===== config.mk =====
export PLATFORM = sky130hd
export DESIGN_NAME = multicycle_control
export DESIGN_NICKNAME = d
export VERILOG_FILES = /design/src/rtl/multicycle_control_pkg.sv /design/src/rtl/multicycle_alu_decoder.sv /design/src/rtl/multicycle_control.sv
export SDC_FILE = /design/constraint.sdc
export NUM_CORES = 1
export LEC_CHECK = 0
export ABC_CLOCK_PERIOD_IN_PS = 2000
export BUFFER_PORTS_ARGS = -buffer_cell sky130_fd_sc_hd__buf_2
export CAP_MARGIN = 20
export CELL_PAD_IN_SITES_DETAIL_PLACEMENT = 0
export CELL_PAD_IN_SITES_GLOBAL_PLACEMENT = 1
export CORE_AREA = 2 2 49 51
export DETAILED_ROUTE_END_ITERATION = 12
export DIE_AREA = 0 0 51 53
export PLACE_DENSITY_LB_ADDON = 0.25
export SYNTH_ARGS = -nofsm -noshare
export SYNTH_HDL_FRONTEND = slang
export SYNTH_SLANG_ARGS = --single-unit

===== constraint.sdc =====
create_clock -name clk -period 2 [get_ports clk]
set_clock_uncertainty 0.1 [all_clocks]
set_input_delay 0.2 -clock clk [delete_from_list [all_inputs] [get_ports clk]]
set_output_delay 0.2 -clock clk [all_outputs]
set_load 0.05 [all_outputs]

===== src/rtl/multicycle_control_pkg.sv =====
// Shared definitions for the multi-cycle MIPS controller: FSM state
// encoding, instruction field constants and datapath mux encodings.
package multicycle_control_pkg;

  // Controller states. Encodings 12..15 are unused and recover to FETCH.
  typedef enum logic [3:0] {
    S_FETCH    = 4'd0,
    S_DECODE   = 4'd1,
    S_MEMADR   = 4'd2,
    S_MEMREAD  = 4'd3,
    S_MEMWB    = 4'd4,
    S_MEMWRITE = 4'd5,
    S_EXECUTE  = 4'd6,
    S_ALUWB    = 4'd7,
    S_BRANCH   = 4'd8,
    S_ADDIEX   = 4'd9,
    S_ADDIWB   = 4'd10,
    S_JUMP     = 4'd11
  } state_e;

  // ALU operation class requested by the FSM; the ALU decoder turns it
  // into a concrete ALUSel. ALUOP_NONE yields the all-zero select used
  // in states that do not care about the ALU.
  typedef enum logic [1:0] {
    ALUOP_ADD   = 2'b00,
    ALUOP_SUB   = 2'b01,
    ALUOP_FUNCT = 2'b10,
    ALUOP_NONE  = 2'b11
  } alu_op_e;

  // Opcodes (instr[31:26])
  localparam logic [5:0] OP_RTYPE = 6'b000000;
  localparam logic [5:0] OP_LW    = 6'b100011;
  localparam logic [5:0] OP_SW    = 6'b101011;
  localparam logic [5:0] OP_BEQ   = 6'b000100;
  localparam logic [5:0] OP_ADDI  = 6'b001000;
  localparam logic [5:0] OP_J     = 6'b000010;

  // R-type function codes (instr[5:0])
  localparam logic [5:0] FN_ADD = 6'b100000;
  localparam logic [5:0] FN_SUB = 6'b100010;
  localparam logic [5:0] FN_AND = 6'b100100;
  localparam logic [5:0] FN_OR  = 6'b100101;
  localparam logic [5:0] FN_SLT = 6'b101010;

  // ALUSel encodings
  localparam logic [2:0] ALU_ADD = 3'b010;
  localparam logic [2:0] ALU_SUB = 3'b110;
  localparam logic [2:0] ALU_AND = 3'b000;
  localparam logic [2:0] ALU_OR  = 3'b001;
  localparam logic [2:0] ALU_SLT = 3'b111;

  // ALU B operand select
  localparam logic [1:0] SRCB_REG    = 2'b00;
  localparam logic [1:0] SRCB_FOUR   = 2'b01;
  localparam logic [1:0] SRCB_IMM    = 2'b10;
  localparam logic [1:0] SRCB_IMM_SH = 2'b11;

  // PC source select
  localparam logic [1:0] PCSRC_ALU    = 2'b00;
  localparam logic [1:0] PCSRC_ALUOUT = 2'b01;
  localparam logic [1:0] PCSRC_JUMP   = 2'b10;

  // True for every opcode the controller knows how to sequence.
  function automatic logic is_supported_op(input logic [5:0] op);
    return (op == OP_RTYPE) || (op == OP_LW) || (op == OP_SW) ||
           (op == OP_BEQ) || (op == OP_ADDI) || (op == OP_J);
  endfunction

endpackage


===== src/rtl/multicycle_alu_decoder.sv =====
// ALU select decoder: maps the FSM's ALU operation class plus the R-type
// function field onto the ALU's 3-bit operation select.
module multicycle_alu_decoder
  import multicycle_control_pkg::*;
(
  input  alu_op_e     alu_op_i,
  input  logic [5:0]  funct_i,
  output logic [2:0]  alu_sel_o
);

  // Unknown function codes fall back to add rather than flagging an error.
  always_comb begin
    alu_sel_o = ALU_AND;
    case (alu_op_i)
      ALUOP_ADD:  alu_sel_o = ALU_ADD;
      ALUOP_SUB:  alu_sel_o = ALU_SUB;
      ALUOP_FUNCT: begin
        case (funct_i)
          FN_ADD:  alu_sel_o = ALU_ADD;
          FN_SUB:  alu_sel_o = ALU_SUB;
          FN_AND:  alu_sel_o = ALU_AND;
          FN_OR:   alu_sel_o = ALU_OR;
          FN_SLT:  alu_sel_o = ALU_SLT;
          default: alu_sel_o = ALU_ADD;
        endcase
      end
      default:    alu_sel_o = ALU_AND;
    endcase
  end

endmodule


===== src/rtl/multicycle_control.sv =====
// Multi-cycle MIPS controller. A Moore FSM walks each instruction through
// fetch, decode and 1-3 execution states, driving the shared-memory
// datapath's enables and mux selects. FETCH/MEMREAD/MEMWRITE stall on the
// memory handshake when MEM_WAIT_EN is set.
module multicycle_control
  import multicycle_control_pkg::*;
#(
  parameter int MEM_WAIT_EN = 1
) (
  input  logic       clk,
  input  logic       rst,
  input  logic [5:0] OpCode,
  input  logic [5:0] Funct,
  input  logic       mem_ready,
  output logic       PCWE,
  output logic       Branch,
  output logic       IorD,
  output logic       DMWE,
  output logic       IRWE,
  output logic       MtoRFSel,
  output logic       RFDSel,
  output logic       RFWE,
  output logic       ALUSrcA,
  output logic [1:0] ALUSrcB,
  output logic [2:0] ALUSel,
  output logic [1:0] PCSrc,
  output logic       Jump,
  output logic       illegal_op
);

  state_e  state_q, state_d;
  logic    illegal_q, illegal_d;
  logic    ready;
  alu_op_e alu_op;

  // Raw enables before the reset gate.
  logic pcwe_c, branch_c, dmwe_c, irwe_c, rfwe_c;

  // With waiting disabled every access is assumed to complete at once.
  assign ready = (MEM_WAIT_EN == 0) ? 1'b1 : mem_ready;

  // State and illegal-opcode pulse registers.
  always_ff @(posedge clk) begin
    if (rst) begin
      state_q   <= S_FETCH;
      illegal_q <= 1'b0;
    end else begin
      state_q   <= state_d;
      illegal_q <= illegal_d;
    end
  end

  // Next-state and per-state datapath controls.
  always_comb begin
    state_d   = S_FETCH;
    illegal_d = 1'b0;
    pcwe_c    = 1'b0;
    branch_c  = 1'b0;
    dmwe_c    = 1'b0;
    irwe_c    = 1'b0;
    rfwe_c    = 1'b0;
    IorD      = 1'b0;
    MtoRFSel  = 1'b0;
    RFDSel    = 1'b0;
    ALUSrcA   = 1'b0;
    ALUSrcB   = SRCB_REG;
    PCSrc     = PCSRC_ALU;
    Jump      = 1'b0;
    alu_op    = ALUOP_NONE;

    case (state_q)
      S_FETCH: begin
        // PC+4 computed while the instruction is read; both writes wait
        // for the memory to deliver.
        IorD    = 1'b0;
        ALUSrcA = 1'b0;
        ALUSrcB = SRCB_FOUR;
        alu_op  = ALUOP_ADD;
        PCSrc   = PCSRC_ALU;
        pcwe_c  = ready;
        irwe_c  = ready;
        state_d = ready ? S_DECODE : S_FETCH;
      end

      S_DECODE: begin
        // Speculatively form the branch target into ALUOut.
        ALUSrcA = 1'b0;
        ALUSrcB = SRCB_IMM_SH;
        alu_op  = ALUOP_ADD;
        case (OpCode)
          OP_LW, OP_SW: state_d = S_MEMADR;
          OP_RTYPE:     state_d = S_EXECUTE;
          OP_BEQ:       state_d = S_BRANCH;
          OP_ADDI:      state_d = S_ADDIEX;
          OP_J:         state_d = S_JUMP;
          default: begin
            state_d   = S_FETCH;
            illegal_d = 1'b1;
          end
        endcase
      end

      S_MEMADR: begin
        ALUSrcA = 1'b1;
        ALUSrcB = SRCB_IMM;
        alu_op  = ALUOP_ADD;
        if (OpCode == OP_LW) begin
          state_d = S_MEMREAD;
        end else if (OpCode == OP_SW) begin
          state_d = S_MEMWRITE;
        end else begin
          state_d = S_FETCH;
        end
      end

      S_MEMREAD: begin
        IorD    = 1'b1;
        state_d = ready ? S_MEMWB : S_MEMREAD;
      end

      S_MEMWB: begin
        RFDSel   = 1'b0;
        MtoRFSel = 1'b1;
        rfwe_c   = 1'b1;
        state_d  = S_FETCH;
      end

      S_MEMWRITE: begin
        // Write strobe is held for the whole access, including waits.
        IorD    = 1'b1;
        dmwe_c  = 1'b1;
        state_d = ready ? S_FETCH : S_MEMWRITE;
      end

      S_EXECUTE: begin
        ALUSrcA = 1'b1;
        ALUSrcB = SRCB_REG;
        alu_op  = ALUOP_FUNCT;
        state_d = S_ALUWB;
      end

      S_ALUWB: begin
        RFDSel   = 1'b1;
        MtoRFSel = 1'b0;
        rfwe_c   = 1'b1;
        state_d  = S_FETCH;
      end

      S_BRANCH: begin
        // Compare by subtraction; the datapath qualifies Branch with Zero.
        ALUSrcA  = 1'b1;
        ALUSrcB  = SRCB_REG;
        alu_op   = ALUOP_SUB;
        branch_c = 1'b1;
        PCSrc    = PCSRC_ALUOUT;
        state_d  = S_FETCH;
      end

      S_ADDIEX: begin
        ALUSrcA = 1'b1;
        ALUSrcB = SRCB_IMM;
        alu_op  = ALUOP_ADD;
        state_d = S_ADDIWB;
      end

      S_ADDIWB: begin
        RFDSel   = 1'b0;
        MtoRFSel = 1'b0;
        rfwe_c   = 1'b1;
        state_d  = S_FETCH;
      end

      S_JUMP: begin
        pcwe_c  = 1'b1;
        PCSrc   = PCSRC_JUMP;
        Jump    = 1'b1;
        state_d = S_FETCH;
      end

      default: begin
        state_d = S_FETCH;
      end
    endcase
  end

  // Reset suppresses every write so an aborted instruction leaves no trace.
  assign PCWE       = pcwe_c   & ~rst;
  assign IRWE       = irwe_c   & ~rst;
  assign DMWE       = dmwe_c   & ~rst;
  assign RFWE       = rfwe_c   & ~rst;
  assign Branch     = branch_c & ~rst;
  assign illegal_op = illegal_q;

  multicycle_alu_decoder u_alu_dec (
    .alu_op_i  (alu_op),
    .funct_i   (Funct),
    .alu_sel_o (ALUSel)
  );

endmodule


# Word-level counts from Yosys, hierarchy flattened
# Cells that the tools add are included.
word_totals:
  latchBits: 0
  rom_bits: 0
  ff_bits: 5
  n_memories: 0
  out_inout_bits: 18
  ramBits: 0
  wordCells: 65
classes:
  addsub: 0
  muxes: 23
  eq_ne: 22
  mul: 0
  div_mod_pow: 0
  n_lt_le_gt_ge: 0
  bitwise_logic: 7
  n_reduce_logical: 11
  shift: 0
ops:
  columns: ["operator", "count"]
  rows:
  - ["$eq A6 B6 Y1 const B", 6]
  - ["$pmux W4 S7", 1]
  - ["$pmux W4 S5", 1]
  - ["$eq A4 B3 Y1 const B", 4]
  - ["$eq A4 B4 Y1 const B", 4]
  - ["$mux W3", 4]
  - ["$pmux W2 S3", 2]
  - ["$pmux W3 S4", 1]
  - ["$mux W1", 11]
  - ["$pmux W3 S3", 1]
  - ["$eq A4 B2 Y1 const B", 2]
  - ["$reduce_or A2 Y1", 4]
  - ["$reduce_or A4 Y1", 2]
  - ["$eq A6 B2 Y1 const B", 1]
  - ["$eq A6 B3 Y1 const B", 1]
  - ["$eq A6 B4 Y1 const B", 1]
  - ["$logic_not A6 Y1", 1]
  - ["$reduce_or A6 Y1", 1]
  - ["$and A1 B1 Y1", 5]
  - ["$eq A4 B1 Y1 const B", 1]
  - ["$logic_not A4 Y1", 1]
  - ["$pmux W2 S2", 1]
  - ["$reduce_or A3 Y1", 1]
  - ["$eq A2 B1 Y1 const B", 1]
  - ["4 further kinds", 5]

# Logic depth before layout (Yosys ltp)
depth:
  word_depth: 5
  ltp_mapped: 5

# By module
# Synthesis repeated with hierarchy kept, for this count alone.
unflattened:
  cells_unflattened: 92
  hier_area_um2: 656.9
modules_own_cells:
  columns: ["mod", "cells_per_inst", "n_inst", "area_each_um2", "seq_area_each_um2"]
  rows:
  - ["multicycle_control", 82, 1, 574.3, 100.1]
  - ["multicycle_alu_decoder", 10, 1, 82.6, 0.0]

# Least setup slack after synthesis
# Ideal clock, no wire load.
synth_timing:
  kind: "register to output"
  start: "reg state_q[1]"
  end: "out RFWE"
  arrival_ns: 2.439
  setup_slack_ns: -0.739
  required_time_ns: 1.700
  stages_incl_launch_ff: 5
  path_cell_list: "dfxtp_1 -> buf_1 -> nor3_1 -> a21oi_1 -> nor2_1"
synth_via:
  elab_chain_len: 4
  elab_cells_between_ends: 6
  cone_classes: "eq/ne: 3; mux: 1; bitwise: 1; reduce/logical: 1"
synth_rtl:
  columns: ["element", "line", "text"]
  rows:
  - ["start, declared", "multicycle_control.sv:31", "state_e state_q, state_d;"]
  - ["start signal, assigned", "multicycle_control.sv:48", "state_q <= state_d;"]
  - ["$eq A4 B4 Y1 or $eq A4 B3 Y1 (tied branches)", "multicycle_control.sv:71", "case (state_q)"]
  - ["$reduce_or A3 Y1 (no line) *", null, null]
  - ["$mux W1 *", "multicycle_control.sv:71", null]
  - ["$and A1 B1 Y1 *", "multicycle_control.sv:190", "assign RFWE = rfwe_c & ~rst;"]
  - ["end, declared", "multicycle_control.sv:22", "output logic RFWE,"]
# Mark *: on every way between the ends. The rest lies on a longest branch, timed or not.

# Worst setup path after layout
layout_timing:
  start: "reg state_q[3]"
  end: "out ALUSel[2]"
layout_via:
  elab_chain_len: 5
  elab_cells_between_ends: 12
  cone_classes: "eq/ne: 7; mux: 2; reduce/logical: 3"
layout_rtl:
  columns: ["element", "line", "text"]
  rows:
  - ["$eq A4 B2 Y1, or another cell as far along", "multicycle_control.sv:71", null]
  - ["$reduce_or A4 Y1 (no line)", null, null]
  - ["$pmux W2 S3 *", "multicycle_control.sv:71", null]
  - ["$eq A2 B2 Y1, or another cell as far along", "multicycle_alu_decoder.sv:14", "case (alu_op_i)"]
  - ["$pmux W3 S3 *", "multicycle_alu_decoder.sv:14", null]
  - ["end, declared", "multicycle_control.sv:25", "output logic [2:0] ALUSel,"]
# Marked as above.

==> impl_metrics.toml <==
[status]
outcome = "complete, but fails checks"
failed_checks = "setup timing"

[detailed_routing]
ant_nets = 0
routedWlPerCell_um = 11.6
wirelength_mm = 1.71
via_per_inst = 5.10
drt_first_pass_iters = 4
vias = 755
drc = 0
drt_iter0_markers = 9

[yosys]
ys_warn_count = 0
synth_nets = 100
avgSynthCellArea_um2 = 6.79
ys_seq_elements = 5
ys_seq_area_share_pct = 17.4
async_reset_ff_share_pct = 0
syn_area_um2 = 577
netlist_instances = 85
post_synth_num_cell_types = 33
synth_flop_cell = "dfxtp_1"
synth_edf_count = 0

[cells_and_area]
final_area_um2 = 842
nFillCells = 237
final_common_cell = "buf_2"
layout.cells.non_filler = 148
nets = 136
antenna_cells = 0
utilization_pct = 39.2
final_cell_mix = "30 x buf_2, 9 x nor2_1, 6 x nand2b_1, 6 x a21oi_1, 6 x o21ai_0"
drive_above_1_share_pct = 40.8
areaGrowthSynthToFinish_pct = 46.0

[floorplan]
die_height_um = 53
die_area_um2 = 2700
coreArea_um2 = 2150
rows = 17
pin_count = 33
start_util_pct = 26.8
die_w_um = 51

[grt]
grt_pass1_vias = 671
grt_usage_pct = 12.7
grt_max_degree = 13
met3_usage_pct = 0.847
grt_pass1_wl_mm = 2.73
gr-max-usage-layer = "met2"
grt_overflow = 0
antenna_found_initial = 0
met2_usage_pct = 24.7
use_met1_pct = 14.6

[power]
internal_power_uw = 210
switching_share_pct = 32.2
ir_drop_v = 0.000187
p_total_uw = 309
power_frac_clock_pct = 35.8
power.density_nw_per_um2 = 368
switchingPower_uw = 99.8
p_comb_share_pct = 30.7
power.share.sequential_pct = 33.5
cellLeakagePower_uw = 0.000399

[hold_path]
hold_class = "in2reg"

[sta]
period_share_pct = 101
finalWorstSetupSlack_ns = -0.0112
tightest_slew_ns = 0.370
fin_crit_ns = 2.01
slew-limit-headroom_pct = 75.1
drv_slew = 0
hold_viol_final = 0
rsz0062_at_grt = "true"
setup_viol = 1
fmax_mhz = 497

[critical_path]
critPathTopFamily = "simple AND/OR/NAND/NOR gates"
crit_path_cell_trace = "nand2b_4 -> or4b_4 -> o41ai_4 -> buf_6"
crit_fanout = 7
critical_path.n_buffers_inverters = 1
crit_type = "reg2out"
end_kind = "primary output"
arrival_ns = 1.71
cp.required_ns = 1.70
max_stage_delay_ns = 0.52
setup.worst_path.start_class = "flop"
slowest_stage = "or4b_4"

[placed_design]
pre_cts_ws_ns = 0.127
dp.cells = 144
hpwl_mm = 1.42
port_buffers = 32
placed_cell_area_um2 = 802
gp_congestion = 0.777

[clocking]
numCtsBuffers = 3
clkTransAtPathRegs_ns = 0.04
clock_path_buffers = 2
htreeDepth = 1
cts_tree = "yes"
clk-insertion-delay-late_ns = 0.23
post_cts_buffers = 0
ctsRootBufferMaster = "clkbuf_4"
clkSinkCount = 5

[flow_run]
drv_cap = 0
-- sequential cells by signal (all words and copies together), names as in the netlist --
name / count
illegal_op: 1
state_q: 4
-- cell type report --
| cell class | count | area, µm² | area share, % |
|---|---|---|---|
| sequential | 5 | 101 | 12.0 |
| clock buffer | 4 | 26.3 | 3.12 |
| inverter | 4 | 15.0 | 1.78 |
| multi-input combinational | 71 | 462 | 54.8 |
| tap | 28 | 35.0 | 4.16 |
| timing repair buffer | 36 | 203 | 24.1 |
-- synth_stat cells (2+ instances only) --
cell type	count	share of area (%)
mux2i_1	2	3.5
nand3_1	4	3.5
xor2_1	2	3.0
inv_1	4	2.6
nor3_1	5	4.3
nand2_1	4	2.6
nor2_1	12	7.8
a21oi_1	6	5.2
dfxtp_1	5	17
o21ai_0	7	6.1
a31oi_1	4	4.3
nor4_1	2	2.2
and3_1	2	2.2
clkbuf_1	2	1.3
nand2b_1	6	6.5
-- cell families (layout without fill, tap and decap cells) --
kind of cell,Yosys count,after routing,synth area share (%)
simple gates,43,43,42.3
compound gates,24,24,27.1
mux,2,2,3.47
flops,5,5,17.4
xor+xnor,2,2,3.04
buf+inv,9,44,6.72
-- through the flow --
step	hold WS (ns)	setup TNS, ns
2_1_floorplan	0.176	-0.107
3_3_place_gp	0.390	0
3_5_place_dp	0.395	0
4_1_cts	0.146	-0.0204
5_1_grt	0.161	-0.0939
6_report	0.151	-0.0112
-- repair_timing --
item / CTS / global route
hold buffers: 0 / 0
setup endpoints to repair: 2 / 2
resized for setup: 3 / 3
gates cloned: 0 / 0
-- power by group through the flow --
| stage | sequential [µW] | combinational (µW) | clock (µW) |
|---|---|---|---|
| final | 104 | 94.9 | 111 |
| after global placement | 105 | 93.9 | 0 |
| after floorplan | 109 | 52.6 | 0 |
| after detailed placement | 105 | 94.6 | 0 |
| after global routing | 104 | 102 | 121 |
| after CTS | 104 | 95.2 | 116 |
-- path summary, 6_finish.rpt --
| kind | endpoint | slack (ns) | startpoint | depth (start not counted) |
|---|---|---|---|---|
| hold / removal | illegal_op | 0.15 | rst | 2 |
| hold reg to reg | state_q[3] | 0.53 | state_q[3] | 2 |
| setup reg to reg | state_q[1] | 0.41 | state_q[1] | 5 |
| setup / recovery | ALUSel[2] | -0.01 | state_q[3] | 4 |
-- layer usage --
metal,up-vias,part of all wire (%)
met4,0,0
met2,30,52
met5,-,0
met1,342,42
li1,383,-
met3,0,6.4
(Power assumes the default switching activity.)
